File: config.mk
export PLATFORM = sky130hd
export DESIGN_NAME = eth_rx_fcs_check
export DESIGN_NICKNAME = d
export VERILOG_FILES = /design/src/rtl/eth_pkg.sv /design/src/rtl/crc32_d8_next.sv /design/src/rtl/eth_rx_fcs_check.sv
export SDC_FILE = /design/constraint.sdc
export NUM_CORES = 1
export LEC_CHECK = 0
export ABC_AREA = 1
export CAP_MARGIN = 20
export CORE_MARGIN = 2
export CORE_UTILIZATION = 50
export CTS_BUF_LIST = sky130_fd_sc_hd__clkbuf_16
export CTS_CLUSTER_SIZE = 16
export DETAILED_ROUTE_END_ITERATION = 16
export PLACE_DENSITY = 0.68
export SYNTH_ARGS = -nofsm -noshare
export SYNTH_HDL_FRONTEND = slang
export SYNTH_SLANG_ARGS = --single-unit
File: constraint.sdc
create_clock -name clk -period 4.21 [get_ports clk]
set_clock_uncertainty 0.15 [all_clocks]
set_input_delay 0.842 -clock clk [delete_from_list [all_inputs] [get_ports clk]]
set_output_delay 0.842 -clock clk [all_outputs]
set_load 0.03 [all_outputs]
File: src/rtl/eth_pkg.sv
// Shared Ethernet constants: CRC-32 parameters, preamble/SFD bytes and the receive state encoding.
package eth_pkg;

    localparam logic [31:0] CRC32_POLY    = 32'h04C1_1DB7;
    localparam logic [31:0] CRC32_INIT    = 32'hFFFF_FFFF;
    localparam logic [31:0] CRC32_RESIDUE = 32'hC704_DD7B;

    localparam logic [7:0]  ETH_PREAMBLE  = 8'h55;
    localparam logic [7:0]  ETH_SFD       = 8'hD5;

    localparam logic [10:0] LEN_SAT       = 11'h7FF;

    typedef enum logic [1:0] {
        ST_IDLE     = 2'd0,
        ST_PREAMBLE = 2'd1,
        ST_DATA     = 2'd2,
        ST_DROP     = 2'd3
    } rx_state_t;

endpackage

File: src/rtl/crc32_d8_next.sv
// One byte step of the Ethernet CRC-32, MSB-first register with the byte fed LSB first.
// Purely combinational; shared by the TX generator and the RX checker.
module crc32_d8_next (
    input  logic [31:0] crc_i,
    input  logic [7:0]  data_i,
    output logic [31:0] crc_next_o
);
    import eth_pkg::*;

    logic [31:0] c;

    always_comb begin
        c = crc_i;
        for (int i = 0; i < 8; i++) begin
            if (c[31] ^ data_i[i]) begin
                c = {c[30:0], 1'b0} ^ CRC32_POLY;
            end else begin
                c = {c[30:0], 1'b0};
            end
        end
        crc_next_o = c;
    end

endmodule

File: src/rtl/eth_rx_fcs_check.sv
// GMII receive front end: strips preamble/SFD, forwards frame bytes 4 cycles late with FCS removed,
// and pulses per-frame CRC/length/PHY-error status. All outputs registered; no backpressure.
module eth_rx_fcs_check #(
    parameter int MIN_LEN = 64,
    parameter int MAX_LEN = 1518
) (
    input  logic        clk,
    input  logic        reset,
    input  logic        gmii_rx_dv,
    input  logic        gmii_rx_er,
    input  logic [7:0]  gmii_rxd,
    output logic [7:0]  rx_data,
    output logic        rx_valid,
    output logic        rx_sof,
    output logic        rx_done,
    output logic        rx_crc_ok,
    output logic        rx_len_err,
    output logic        rx_phy_err,
    output logic [10:0] rx_len
);
    import eth_pkg::*;

    localparam logic [10:0] MIN_LEN_W = 11'(MIN_LEN);
    localparam logic [10:0] MAX_LEN_W = 11'(MAX_LEN);

    rx_state_t        state_q;
    logic [2:0]       pre_cnt_q;
    logic [31:0]      crc_q;
    logic [31:0]      crc_d;
    logic [10:0]      len_q;
    logic [3:0][7:0]  dly_q;
    logic [2:0]       dly_cnt_q;
    logic             sof_pend_q;
    logic             phy_err_q;

    crc32_d8_next u_crc (
        .crc_i      (crc_q),
        .data_i     (gmii_rxd),
        .crc_next_o (crc_d)
    );

    always_ff @(posedge clk) begin
        if (reset) begin
            state_q    <= ST_IDLE;
            pre_cnt_q  <= 3'd0;
            crc_q      <= CRC32_INIT;
            len_q      <= 11'd0;
            dly_q      <= '0;
            dly_cnt_q  <= 3'd0;
            sof_pend_q <= 1'b0;
            phy_err_q  <= 1'b0;
            rx_data    <= 8'h00;
            rx_valid   <= 1'b0;
            rx_sof     <= 1'b0;
            rx_done    <= 1'b0;
            rx_crc_ok  <= 1'b0;
            rx_len_err <= 1'b0;
            rx_phy_err <= 1'b0;
            rx_len     <= 11'd0;
        end else begin
            rx_valid <= 1'b0;
            rx_sof   <= 1'b0;
            rx_done  <= 1'b0;

            case (state_q)
                ST_IDLE: begin
                    if (gmii_rx_dv) begin
                        if (gmii_rxd == ETH_PREAMBLE) begin
                            state_q   <= ST_PREAMBLE;
                            pre_cnt_q <= 3'd1;
                        end else begin
                            state_q <= ST_DROP;
                        end
                    end
                end

                ST_PREAMBLE: begin
                    if (!gmii_rx_dv) begin
                        state_q <= ST_IDLE;
                    end else if (gmii_rxd == ETH_PREAMBLE) begin
                        if (pre_cnt_q != 3'd7) begin
                            pre_cnt_q <= pre_cnt_q + 3'd1;
                        end
                    end else if (gmii_rxd == ETH_SFD && pre_cnt_q != 3'd0) begin
                        state_q    <= ST_DATA;
                        crc_q      <= CRC32_INIT;
                        len_q      <= 11'd0;
                        dly_cnt_q  <= 3'd0;
                        sof_pend_q <= 1'b1;
                        phy_err_q  <= 1'b0;
                    end else begin
                        state_q <= ST_DROP;
                    end
                end

                ST_DATA: begin
                    if (gmii_rx_dv) begin
                        crc_q <= crc_d;
                        if (len_q != LEN_SAT) begin
                            len_q <= len_q + 11'd1;
                        end
                        if (gmii_rx_er) begin
                            phy_err_q <= 1'b1;
                        end
                        // Four-byte holdback so the FCS never reaches the parser.
                        dly_q <= {dly_q[2:0], gmii_rxd};
                        if (dly_cnt_q == 3'd4) begin
                            rx_data    <= dly_q[3];
                            rx_valid   <= 1'b1;
                            rx_sof     <= sof_pend_q;
                            sof_pend_q <= 1'b0;
                        end else begin
                            dly_cnt_q <= dly_cnt_q + 3'd1;
                        end
                    end else begin
                        state_q    <= ST_IDLE;
                        rx_done    <= 1'b1;
                        rx_crc_ok  <= (crc_q == CRC32_RESIDUE) && (len_q >= 11'd4);
                        rx_len_err <= (len_q < MIN_LEN_W) || (len_q > MAX_LEN_W);
                        rx_phy_err <= phy_err_q;
                        rx_len     <= len_q;
                    end
                end

                ST_DROP: begin
                    if (!gmii_rx_dv) begin
                        state_q <= ST_IDLE;
                    end
                end

                default: state_q <= ST_IDLE;
            endcase
        end
    end

endmodule

# After elaboration in Yosys (flattened, before gate mapping)
# Cells that the tools add are included.
totals:
  reg_bits: 110
  out_inout_bits: 25
  input_bits: 12
  word_cells: 140
classes:
  n_mux: 52
  eq_ne: 23
  n_bitwise: 19
  reduce_logical: 21
  n_addsub: 3
  magnitude_cmp: 3
op_table:
  columns: ["op", "count"]
  rows:
  - ["27-bit 2-to-1 mux", 8]
  - ["32-bit 2-to-1 mux", 4]
  - ["14-bit inverter", 8]
  - ["32-bit one-hot mux with 2 select lines", 1]
  - ["11-bit 2-to-1 mux", 5]
  - ["32-bit == test (second input constant)", 1]
  - ["3-bit 2-to-1 mux", 10]
  - ["6-bit AND reduction", 5]
  - ["2-bit inequality test (second input constant)", 13]
  - ["11-bit one-hot mux with 2 select lines", 1]
  - ["1-bit 2-to-1 mux", 13]
  - ["3-bit one-hot mux with 2 select lines", 2]
  - ["11-bit by 1-bit adder with 11-bit output (second input constant)", 1]
  - ["11-bit by 3-bit >= comparator with 1-bit output (second input constant)", 1]
  - ["11-bit greater-than comparator (second input constant)", 1]
  - ["11-bit by 7-bit < comparator with 1-bit output (second input constant)", 1]
  - ["11-bit inequality test (second input constant)", 1]
  - ["2-bit 2-to-1 mux", 5]
  - ["8-bit by 7-bit == test with 1-bit output (second input constant)", 1]
  - ["8-bit == test (second input constant)", 1]
  - ["1-bit bitwise XOR", 8]
  - ["3-bit by 1-bit adder with 3-bit output (second input constant)", 2]
  - ["3-bit inequality test (second input constant)", 2]
  - ["2-bit one-hot mux with 3 select lines", 1]
  - ["16 further kinds", 25]

# Longest topological paths before layout
logic_depth:
  ltp_word: 18
  depth_mapped: 14
  ltp_nobuf: 14

# Modules after synthesis
# A second synthesis with hierarchy kept.
hier_totals:
  hier_cells: 830
  hier_area_um2: 5778.0
by_module_without_submodules:
  columns: ["mod", "area_per_inst_um2", "cells_each", "seq_area_each_um2", "instances"]
  rows:
  - ["eth_rx_fcs_check", 4540.6, 616, 2202.1, 1]
  - ["crc32_d8_next", 1237.4, 214, 0.0, 1]

# Least setup slack after synthesis
# No wires, ideal clock.
synth_timing:
  path_kind: "input-to-reg"
  from: "input port gmii_rxd[3]"
  to: "register crc_q[1]"
  t_required_ns: 3.937
  setup_time_ns: 0.123
  stages: 11
  path_slack_ns: 2.117
  arrival_time_ns: 1.820
  path_buffers: 1
  cell_sequence: "inv_1 -> nand3_1 -> nor2_1 -> nand3_1 -> nand2_1 -> nand2_2 -> nor2_2 -> inv_1 -> buf_2 -> a21oi_1 -> o21ai_0"
synth_via:
  elab_chain_cells: 4
  word_cells_on_any_way: 6
  cone_classes: "eq/ne (4); reduce/logical (2)"
synth_rtl:
  columns: ["element", "line_no", "rtl"]
  rows:
  - ["start: declaration", "eth_rx_fcs_check.sv:11", "input logic [7:0] gmii_rxd,"]
  - ["8-bit == test", "eth_rx_fcs_check.sv:84", "end else if (gmii_rxd == ETH_SFD && pre_cnt_q != 3'd0) begin"]
  - ["1-bit logical AND", "eth_rx_fcs_check.sv:84", null]
  - ["2-bit inequality test (no line)", null, null]
  - ["5-bit AND reduction (no line) (*)", null, null]
  - ["end signal: assignment", "eth_rx_fcs_check.sv:98", "crc_q <= crc_d;"]
  - ["end: declaration", "eth_rx_fcs_check.sv:28", "logic [31:0] crc_q;"]
# Every way passes the cells marked *; elsewhere a longest branch is shown, timed or not.
# A chain may end at the register's enable or synchronous reset.

# Worst setup path in the final report
layout_timing:
  from: "input port gmii_rxd[0]"
  to: "register crc_q[5]"
layout_via:
  elab_chain_cells: 8
  word_cells_on_any_way: 14
  cone_classes: "eq/ne (4); mux (5); bitwise (3); reduce/logical (2)"
layout_rtl:
  columns: ["element", "line_no", "rtl"]
  rows:
  - ["1-bit bitwise XOR", "crc32_d8_next.sv:15", "if (c[31] ^ data_i[i]) begin"]
  - ["27-bit 2-to-1 mux", "crc32_d8_next.sv:15", null]
  - ["1-bit bitwise XOR", "crc32_d8_next.sv:15", null]
  - ["27-bit 2-to-1 mux", "crc32_d8_next.sv:15", null]
  - ["14-bit inverter (no line)", null, null]
  - ["27-bit 2-to-1 mux", "crc32_d8_next.sv:15", null]
  - ["32-bit 2-to-1 mux", "eth_rx_fcs_check.sv:97", "if (gmii_rx_dv) begin"]
  - ["32-bit one-hot mux with 2 select lines", "eth_rx_fcs_check.sv:65", "case (state_q)"]
# Parallel ways exist; a longest one is shown, timed or not. The select of a mux whose other input is x is not followed.

==> run_results.csv <==
group,metric,value,unit
outcome,status,"finished, final reports clean",
synthesis,yosysUniqueCellTypes,31,
cts,insertion_delay,0.36,ns
floorplanning,start_util,0.513,
cts,clk_pin_slew,0.08,ns
global_routing,grt_max_degree,42,
timing,hold_ws,0.323,ns
critical_path,startpoint_type,"input port",
global_routing,grt_pass1_wl,24600,um
cells_and_area,drive_gt1_frac,0.0546,
power_and_ir_drop,ir_worst_vdd,271,uV
floorplanning,io_pins,37,
global_routing,met1_usage,0.358,
global_routing,grt_overflow_total,0,
drt,viasPerCell,5.39,
global_routing,grt_most_used_layer,"met2",
timing,hold_violations,0,
critical_path,worstSetupPathType,"in -> reg",
global_routing,gr-usage-all-layers,0.266,
floorplanning,die-height,109,um
drt,wl,15000,um
timing,period_share,0.697,
global_routing,grt_antenna_before_repair,0,
run,drv_cap,0,
global_routing,grtUsageMet2,0.428,
floorplanning,die_area,12000,um^2
critical_path,critPathCaptureType,"register",
timing,grt_setup_unrepaired,"false",
floorplanning,core,10800,um^2
place,gp_congestion,0.973,
cells_and_area,final_core_util,0.577,
synthesis,syn_area,5560,um^2
floorplanning,rows,38,
drt,dr.first_iter.drc_count,464,
drt,wire_per_inst,15.3,um
cts,hold_buffers,0,
drt,ant_nets,0,
synthesis,syn_inst,818,
power_and_ir_drop,leakage,2.81,nW
cts,cts_tree,"done",
cts,cts_max_level,3,
timing,tightest_slew,1.02,ns
timing,finalSetupViolCount,0,
critical_path,critPathArrivalTime,3.04,ns
min_path,hold_class,"reg -> reg",
cts,post_cts_buffers,0,
synthesis,yosysSeqAreaShare,0.396,
timing,slew_headroom,0.321,
cts,cts_made_buffers,9,
global_routing,met3_usage,0.0581,
power_and_ir_drop,p_total,2.47,mW
timing,drv_slew,0,
drt,route.detailed.drc,0,
cts,clock_path_buffers,2,
drt,vias,5295,
synthesis,synth.ff_latch_count,110,
cts,cts_root_buf,"clkbuf_16",
critical_path,cp_max_fo,11,
floorplanning,dieWidth,109,um
cells_and_area,antenna_cells,0,
timing,finalSetupTns,0,ns
synthesis,synth_area_per_cell,6.79,um^2
synthesis,yosys_warnings,0,
place,io_buffers,36,
global_routing,grt_pass1_vias,5013,
drt,first_pass_iters,5,
cells_and_area,fin_nets,858,
timing,max_freq,341,MHz
synthesis,synth.net_count,837,
cts,post_cts_resized,0,
cts,clock_sinks,110,
critical_path,cp.required,4.32,ns
cells_and_area,area_growth,12.7,%
timing,fin_crit,2.94,ns
place,dp_hpwl,10500,um
power_and_ir_drop,powerDensity,394,nW/um^2
[stage by stage]
step | std cells | cell area, um^2 | setup slack (ns)
3_3_place_gp | 968 | 5970 | 1.04
6_report | 983 | 6260 | 1.27
5_1_grt | 983 | 6260 | 1.13
2_1_floorplan | 818 | 5560 | 2.12
3_5_place_dp | 968 | 5970 | 0.996
4_1_cts | 983 | 6260 | 1.36
[synth_stat cells]
cell type	instances	area, um^2
a211oi_1	1	7.51
a21oi_1	69	345
a21oi_2	1	8.76
a22oi_1	2	15.0
buf_1	1	3.75
buf_2	12	60.1
buf_4	2	15.0
buf_6	4	45.0
clkbuf_1	15	56.3
dfxtp_1	110	2200
ha_1	7	87.6
inv_1	65	244
inv_2	6	22.5
nand2_1	198	743
nand2_2	10	62.6
nand3_1	45	225
nand4_1	6	37.5
nor2_1	115	432
nor2_2	6	37.5
nor3_1	7	35.0
nor3_2	1	10.0
nor3b_1	3	22.5
nor4_1	6	37.5
o211ai_1	8	60.1
o21a_1	1	7.51
o21ai_0	73	365
o21ai_1	4	20.0
o21ai_2	1	8.76
or2_1	1	6.26
xnor2_1	8	70.1
xor2_1	30	263
[critical path, cell delays in order]
cell and delay [ns]:
clkdlybuf4s50_1 0.57, inv_2 0.07, nand2_1 0.08, nand2_1 0.36
nand2_1 0.27, nand2_2 0.15, inv_2 0.15, nand2_1 0.07
nand2_1 0.10, nand2_1 0.10, inv_2 0.09, nand2_1 0.05
nand3_1 0.08, nand2_1 0.06
[layout make-up]
cell class	count	area, um^2
fillers	1064	4580
multi-input cells	603	2910
flip-flops and latches	110	2200
repair buffers	44	420
inverters	71	267
clock buffers	9	225
well taps	140	175
clock inverters	6	62.6
[registers in the layout, summed over array words and instances (netlist names)]
| register | flops |
|---|---|
| crc_q | 32 |
| dly_q | 32 |
| len_q | 11 |
| rx_len | 11 |
| rx_data | 8 |
| dly_cnt_q | 3 |
| pre_cnt_q | 3 |
| state_q | 2 |
| phy_err_q | 1 |
| rx_crc_ok | 1 |
| rx_done | 1 |
| rx_len_err | 1 |
| rx_phy_err | 1 |
| rx_sof | 1 |
| rx_valid | 1 |
| sof_pend_q | 1 |
[path summary, 6_finish.rpt]
| check | from | to | slack [ns] | depth (start not counted) |
|---|---|---|---|---|
| max | gmii_rxd[0] | crc_q[5]$_SDFFE_PP1P_ | 1.27 | 14 |
| min | rx_len[6]$_SDFFE_PP0P_ | rx_len[6]$_SDFFE_PP0P_ | 0.32 | 2 |
| max reg2reg | state_q[1]$_SDFFE_PP0P_ | rx_data[2]$_SDFFE_PP0P_ | 1.80 | 11 |
| min reg2reg | rx_len[6]$_SDFFE_PP0P_ | rx_len[6]$_SDFFE_PP0P_ | 0.32 | 2 |
[power breakdown]
part | switching [mW] | internal, mW
logic | 0.324 | 0.154
registers | 0.0389 | 1.09
clock network | 0.401 | 0.459
total | 0.764 | 1.70
[routing by layer]
metal / part of all wire / vias to the layer above
met5: 0 / -
met4: 0.021 / 0
met3: 0.063 / 18
met2: 0.45 / 165
met1: 0.46 / 2438
li1: - / 2674
[layout by cell type (no fill, tap or decap), types with 7 or more instances in the layout]
master           netlist  layout
xnor2_1                8       8
inv_1                 65      66
o211ai_1               8       8
buf_4                  2       8
nor3_1                 7       7
nand2_1              198     198
clkbuf_16              0       9
o21ai_0               73      73
a21oi_1               69      69
nor2_1               115     115
xor2_1                30      30
nand2_2               10      10
clkdlybuf4s50_1        0      36
dfxtp_1              110     110
nand3_1               45      45
ha_1                   7       7
[cell families after synthesis]
| family | Yosys count | synth area share |
|---|---|---|
| AOI/OAI and AO/OA | 160 | 0.151 |
| xor gates and xnor gates | 38 | 0.0599 |
| adders and majority gates | 7 | 0.0158 |
| buffers and inverters | 105 | 0.0804 |
| DFF | 110 | 0.396 |
| and+or+nand+nor | 398 | 0.297 |
(Power assumes the default switching activity.)
